[src/rtl/chunked_serial_adder_pkg.sv]
// Shared definitions for the chunked serial adder.
//   adder_state_t : controller states (IDLE, RUN, DONE)
//   DEF_WIDTH     : default operand/sum width
//   DEF_CHUNK     : default bits added per cycle
//   idx_width()   : width of the chunk index register (clog2 of the chunk count, at least 1)
package chunked_serial_adder_pkg;

    typedef enum logic [1:0] {
        IDLE,
        RUN,
        DONE
    } adder_state_t;

    localparam int unsigned DEF_WIDTH = 16;
    localparam int unsigned DEF_CHUNK = 4;

    function automatic int unsigned idx_width(input int unsigned n);
        return (n <= 1) ? 1 : int'($clog2(n));
    endfunction

endpackage

[src/rtl/chunked_serial_adder_if.sv]
// Start/busy/done handshake bundle for the chunked serial adder.
//   start, a, b, cin : request and operands (driven by the master)
//   busy, done       : progress status (driven by the adder)
//   sum, cout        : registered result (driven by the adder)
interface chunked_serial_adder_if #(
    parameter int unsigned WIDTH = chunked_serial_adder_pkg::DEF_WIDTH
) ();

    logic             start;
    logic [WIDTH-1:0] a;
    logic [WIDTH-1:0] b;
    logic             cin;
    logic             busy;
    logic             done;
    logic [WIDTH-1:0] sum;
    logic             cout;

    modport master (
        output start, a, b, cin,
        input  busy, done, sum, cout
    );

    modport slave (
        input  start, a, b, cin,
        output busy, done, sum, cout
    );

endinterface

[src/rtl/chunked_serial_adder_chunk_ripple_adder.sv]
// Combinational N-bit ripple-carry adder built from full-adder cells.
//   a, b : N-bit addends
//   cin  : carry in
//   s    : N-bit sum
//   cout : carry out of the top bit
module chunk_ripple_adder #(
    parameter int unsigned N = 4
) (
    input  logic [N-1:0] a,
    input  logic [N-1:0] b,
    input  logic         cin,
    output logic [N-1:0] s,
    output logic         cout
);

    logic [N:0] c;

    always_comb begin
        c    = '0;
        s    = '0;
        c[0] = cin;
        for (int unsigned i = 0; i < N; i++) begin
            s[i]     = a[i] ^ b[i] ^ c[i];
            c[i + 1] = (a[i] & b[i]) | (c[i] & (a[i] ^ b[i]));
        end
    end

    assign cout = c[N];

endmodule

[src/rtl/chunked_serial_adder.sv]
// Multi-cycle WIDTH-bit adder that adds CHUNK bits per clock, holding the
// inter-chunk carry in a register. Operands are captured on an accepted start.
//   clk   : system clock, rising edge
//   reset : asynchronous, active-high
//   bus   : slave side of the start/busy/done handshake (operands in, sum/cout out)
module chunked_serial_adder
    import chunked_serial_adder_pkg::*;
#(
    parameter int unsigned WIDTH = DEF_WIDTH,
    parameter int unsigned CHUNK = DEF_CHUNK
) (
    input logic                  clk,
    input logic                  reset,
    chunked_serial_adder_if.slave bus
);

    localparam int unsigned     NCHUNK   = WIDTH / CHUNK;
    localparam int unsigned     IW       = idx_width(NCHUNK);
    localparam logic [IW-1:0]   LAST_IDX = IW'(NCHUNK - 1);
    localparam logic [WIDTH-1:0] CMASK   = WIDTH'({CHUNK{1'b1}});

    adder_state_t     state;
    logic [WIDTH-1:0] op_a;
    logic [WIDTH-1:0] op_b;
    logic [WIDTH-1:0] acc;
    logic [WIDTH-1:0] acc_next;
    logic [WIDTH-1:0] sum_r;
    logic [IW-1:0]    idx;
    logic             carry;
    logic             cout_r;
    logic             busy_r;
    logic             done_r;
    logic [31:0]      base;
    logic [CHUNK-1:0] a_chunk;
    logic [CHUNK-1:0] b_chunk;
    logic [CHUNK-1:0] s_chunk;
    logic             c_chunk;

    // Chunk selection/insertion is done with shifts so the index arithmetic
    // stays a plain 32-bit quantity regardless of WIDTH.
    assign base     = 32'(idx) * CHUNK;
    assign a_chunk  = CHUNK'(op_a >> base);
    assign b_chunk  = CHUNK'(op_b >> base);
    assign acc_next = (acc & ~(CMASK << base)) | (WIDTH'(s_chunk) << base);

    chunk_ripple_adder #(.N(CHUNK)) u_chunk (
        .a    (a_chunk),
        .b    (b_chunk),
        .cin  (carry),
        .s    (s_chunk),
        .cout (c_chunk)
    );

    always_ff @(posedge clk or posedge reset) begin
        if (reset) begin
            state  <= IDLE;
            op_a   <= '0;
            op_b   <= '0;
            acc    <= '0;
            idx    <= '0;
            carry  <= 1'b0;
            sum_r  <= '0;
            cout_r <= 1'b0;
            busy_r <= 1'b0;
            done_r <= 1'b0;
        end else begin
            case (state)
                IDLE: begin
                    done_r <= 1'b0;
                    if (bus.start) begin
                        op_a   <= bus.a;
                        op_b   <= bus.b;
                        carry  <= bus.cin;
                        idx    <= '0;
                        busy_r <= 1'b1;
                        state  <= RUN;
                    end
                end
                RUN: begin
                    acc   <= acc_next;
                    carry <= c_chunk;
                    idx   <= idx + IW'(1);
                    if (idx == LAST_IDX) begin
                        // Result includes the slice produced on this same edge.
                        sum_r  <= acc_next;
                        cout_r <= c_chunk;
                        busy_r <= 1'b0;
                        done_r <= 1'b1;
                        state  <= DONE;
                    end
                end
                DONE: begin
                    done_r <= 1'b0;
                    if (bus.start) begin
                        op_a   <= bus.a;
                        op_b   <= bus.b;
                        carry  <= bus.cin;
                        idx    <= '0;
                        busy_r <= 1'b1;
                        state  <= RUN;
                    end else begin
                        state <= IDLE;
                    end
                end
                default: begin
                    busy_r <= 1'b0;
                    done_r <= 1'b0;
                    state  <= IDLE;
                end
            endcase
        end
    end

    assign bus.busy = busy_r;
    assign bus.done = done_r;
    assign bus.sum  = sum_r;
    assign bus.cout = cout_r;

endmodule

[src/flat_wrapper.sv]
// flat-port wrapper written by rule: the top's interface ports become plain ports
module chunked_serial_adder_flat import chunked_serial_adder_pkg::*;
#(
    parameter int unsigned WIDTH = DEF_WIDTH,
    parameter int unsigned CHUNK = DEF_CHUNK
)
  (clk, reset, bus_start, bus_a, bus_b, bus_cin, bus_busy, bus_done, bus_sum, bus_cout);
  chunked_serial_adder_if #(.WIDTH(WIDTH)) bus_i ();
  input logic clk;
  input logic reset;
  input wire logic [$bits(bus_i.start)-1:0] bus_start;
  input wire logic [$bits(bus_i.a)-1:0] bus_a;
  input wire logic [$bits(bus_i.b)-1:0] bus_b;
  input wire logic [$bits(bus_i.cin)-1:0] bus_cin;
  output wire logic [$bits(bus_i.busy)-1:0] bus_busy;
  output wire logic [$bits(bus_i.done)-1:0] bus_done;
  output wire logic [$bits(bus_i.sum)-1:0] bus_sum;
  output wire logic [$bits(bus_i.cout)-1:0] bus_cout;
  assign bus_i.start = bus_start;
  assign bus_i.a = bus_a;
  assign bus_i.b = bus_b;
  assign bus_i.cin = bus_cin;
  assign bus_busy = bus_i.busy;
  assign bus_done = bus_i.done;
  assign bus_sum = bus_i.sum;
  assign bus_cout = bus_i.cout;
  chunked_serial_adder #(.WIDTH(WIDTH), .CHUNK(CHUNK)) u_core (.clk(clk), .reset(reset), .bus(bus_i));
endmodule
[config.mk]
export PLATFORM = sky130hd
export DESIGN_NAME = chunked_serial_adder_flat
export DESIGN_NICKNAME = d
export VERILOG_FILES = /design/src/rtl/chunked_serial_adder_pkg.sv /design/src/rtl/chunked_serial_adder_if.sv /design/src/rtl/chunked_serial_adder_chunk_ripple_adder.sv /design/src/rtl/chunked_serial_adder.sv /design/src/flat_wrapper.sv
export SDC_FILE = /design/constraint.sdc
export NUM_CORES = 1
export LEC_CHECK = 0
export ABC_AREA = 1
export CAP_MARGIN = 0
export CORE_AREA = 2 2 85 87
export DETAILED_ROUTE_END_ITERATION = 16
export DIE_AREA = 0 0 87 89
export GPL_ROUTABILITY_DRIVEN = 0
export GPL_TIMING_DRIVEN = 0
export PLACE_DENSITY = 0.71
export SLEW_MARGIN = 0
export SYNTH_ARGS = -nofsm -noshare
export SYNTH_HDL_FRONTEND = slang
export SYNTH_HIERARCHICAL = 1
export SYNTH_SLANG_ARGS = --single-unit
[constraint.sdc]
create_clock -name clk -period 9.2 [get_ports clk]
set_input_delay 1.84 -clock clk [delete_from_list [all_inputs] [get_ports clk]]
set_output_delay 1.84 -clock clk [all_outputs]
set_load 0.005 [all_outputs]
==> out/metrics.csv <==
stage;metric;value;unit
status;status;complete, no violations;
detailed_routing;antenna_left;0;
die;start_util;48.8;%
sta;hold-worst-slack;0.468;ns
power;swShare;43.6;%
die;placement_rows;30;
power;power.density;376;mW/mm^2
min_path;min_from;u_core/bus.sum[13];
critical_path;reg2reg_from;u_core/idx[0];
sta;hold_viol_final;0;
global_routing;antenna_found_initial;0;
clock_tree;tritoncts;done;
placed_design;place_ws;5.75;ns
detailed_routing;avgRoutedWirePerCell;13.5;um
detailed_routing;wirelength;7.52;mm
critical_path;ff2ff_path_depth;18;
logic_synthesis;synth.area.top_cells;dfrtp_1 (52%), nand2_1 (21%), nand3_1 (4.6%);
critical_path;crit_required;9.49;ns
global_routing;grt_max_degree;38;
clock_tree;ctsHoldBuffers;0;
power;power.total;1.56;mW
global_routing;grt_pass1_wl;12.7;mm
logic_synthesis;yosysTopAreaCell;dfrtp_1;
clock_tree;htreeDepth;3;
finish;layout-drive-gt1-share;8.58;%
detailed_routing;drt-pass1-iter-count;4;
placed_design;portBuffers;54;
detailed_routing;vias;2788;
sta;rsz0062_at_grt;false;
finish;final_cell_mix;nand2_1 (182), dfrtp_1 (68), clkdlybuf4s50_1 (54);
logic_synthesis;netlist_area;0.00328;mm^2
logic_synthesis;syn-num-nets;451;
logic_synthesis;ys_ff_latch;68;
finish;nNetsFinal;517;
die;core;0.00672;mm^2
power;ir_worst_vdd;0.000160;V
power;comb_power_share;51.8;%
critical_path;cp_slowest_cell;dfrtp_1;
critical_path;endpoint_kind;flip-flop;
sta;drv_slew;0;
sta;finalWorstSetupSlack;5.68;ns
min_path;hp-class;reg2reg;
finish;fillers;629;
logic_synthesis;ys_types;20;
finish;mostFrequentLayoutCell;nand2_1;
power;intPower;0.879;mW
power;seqPwrFrac;32.1;%
critical_path;critPathLaunchType;flip-flop;
global_routing;grt_usage;21.6;%
clock_tree;cts_root_buffer;clkbuf_8;
min_path;min_to;u_core/bus.sum[13];
power;power_switching;0.678;mW
critical_path;slowest_delay;0.41;ns
critical_path;r2r_end;u_core/bus.sum[7];
critical_path;critical_path_class;reg2reg;
sta;slew_headroom;54.2;%
logic_synthesis;postSynthCellCount;407;
die;pin_count;55;
placed_design;dp_hpwl;5.63;mm
critical_path;worstPathMaxFanout;10;
detailed_routing;via_per_inst;5.00;
die;die_w;87;um
critical_path;path_cells;clkbuf_2, inv_1, buf_2, nand2_1, o211ai_1, nand2_1, fa_1, inv_1, fa_1, inv_1, fa_1, inv_1, fa_1, inv_1, nand2_1, o21ai_0, nand2_1, nand2_1;
power;p_clk_share;16.1;%
global_routing;grt_pass1_vias;2857;
logic_synthesis;netlist.area_leader.share;51.9;%
clock_tree;clk_latency;0.35;ns
sta;fin_tns_setup;0;ns
clock_tree;cts_resized;0;
flow_run;drv_cap;0;
logic_synthesis;syn_area_per_cell;8.06;um^2
logic_synthesis;ys_warn_count;6;
sta;fin_crit_sh;38.3;%
sta;worstMarginPinSlew;0.686;ns
sta;setup_viol;0;
clock_tree;post_cts_buffers;0;
clock_tree;clk_path_buf_depth;2;
detailed_routing;drtIter0Drc;185;
critical_path;rrSetupSlack;5.68;ns
sta;skew;0.00590;ns
logic_synthesis;yosysSeqAreaShare;51.9;%
min_path;min_path_cells;2;
finish;areaGrowthSynthToFinish;26.3;%
die;dieArea;0.00774;mm^2
critical_path;cp.arrival;3.81;ns
global_routing;grt_overflow;0;
detailed_routing;drc_errors;0;
clock_tree;cts_made_buffers;9;
sta;fmax;284;MHz
clock_tree;clock-sinks;68;
sta;layout_min_cycle_time;3.52;ns
clock_tree;clk_pin_slew;0.07;ns
finish;final_util;61.7;%
power;p_leak;2.17;nW
die;die_h;89;um
finish;diodes;0;
## metal layers
layer	wire length (um)	GRT usage, %
met5	0	0
met4	214	11.6
met3	286	3.69
met2	3880	38.4
met1	3140	24.9
## synth_stat cells (all sizes together)
cell type	count
o21ai	13
nor2	28
fa	4
nand3	30
dfrtp	68
o211ai	11
buf	16
clkbuf	6
ha	4
inv	31
a21oi	11
nand2	185
## worst max path at each step
| stage | start | to | slack [ns] |
|---|---|---|---|
| CTS | u_core/idx[0] | u_core/bus.sum[7] | 5.72 |
| finish | u_core/idx[0] | u_core/bus.sum[7] | 5.68 |
| global route | u_core/idx[0] | u_core/acc[7] | 5.49 |
| global placement | reset | u_core/op_b[9] | 4.56 |
| detailed placement | u_core/idx[0] | u_core/bus.sum[7] | 5.75 |
| floorplan | reset | u_core/acc[0] | 5.65 |
## state kept, by name, indices dropped and copies added, names as in the netlist
signal	cells
u_core/bus.cout	1
u_core/bus.busy	1
u_core/op_b	16
u_core/bus.done	1
u_core/idx	2
u_core/bus.sum	16
u_core/acc	12
u_core/carry	1
u_core/state	2
u_core/op_a	16
## logic make-up (layout without fill, tap and decap cells)
family / after synthesis / in the layout / share of synthesized area [%]
compound gates: 35 / 35 / 6.18
simple gates: 243 / 243 / 30.0
buf+inv: 53 / 124 / 8.01
flops: 68 / 68 / 51.9
fa+ha+maj: 8 / 8 / 3.97
## per-stage QoR
stage          cells  instance area (um^2)
2_1_floorplan    407                  3280
3_3_place_gp     541                  3920
3_5_place_dp     542                  3940
4_1_cts          558                  4140
5_1_grt          558                  4140
6_report         558                  4140
## power groups by stage
stage                     clock network [mW]  registers [mW]  logic (mW)
after global routing                   0.266           0.515       0.913
after floorplan                            0           0.491       0.557
after detailed placement                   0           0.504       0.801
final                                  0.251           0.499       0.806
after global placement                     0           0.499       0.778
after CTS                              0.254           0.499       0.807
## layout make-up
cell class              count  area, um^2  area share [%]
plain buffers              22         141            3.41
flip-flops and latches     68        1700            41.1
repair buffers             55         561            13.5
multi-input cells         286        1320            31.8
well taps                  80         100            2.42
clock inverters             4        47.5            1.15
clock buffers              12         155            3.74
inverters                  31         121            2.93
## worst max-delay path: cells and delay by family, from the launching register on
family / cells / cell delay, ns
adder cells (fa/ha/maj): 4 / 1.35
buffers and inverters: 7 / 0.92
AND/OR/NAND/NOR: 5 / 0.46
flip-flops: 1 / 0.41
AO/OA/AOI/OAI: 2 / 0.32
No activity file was read; power rests on OpenSTA's default activity.
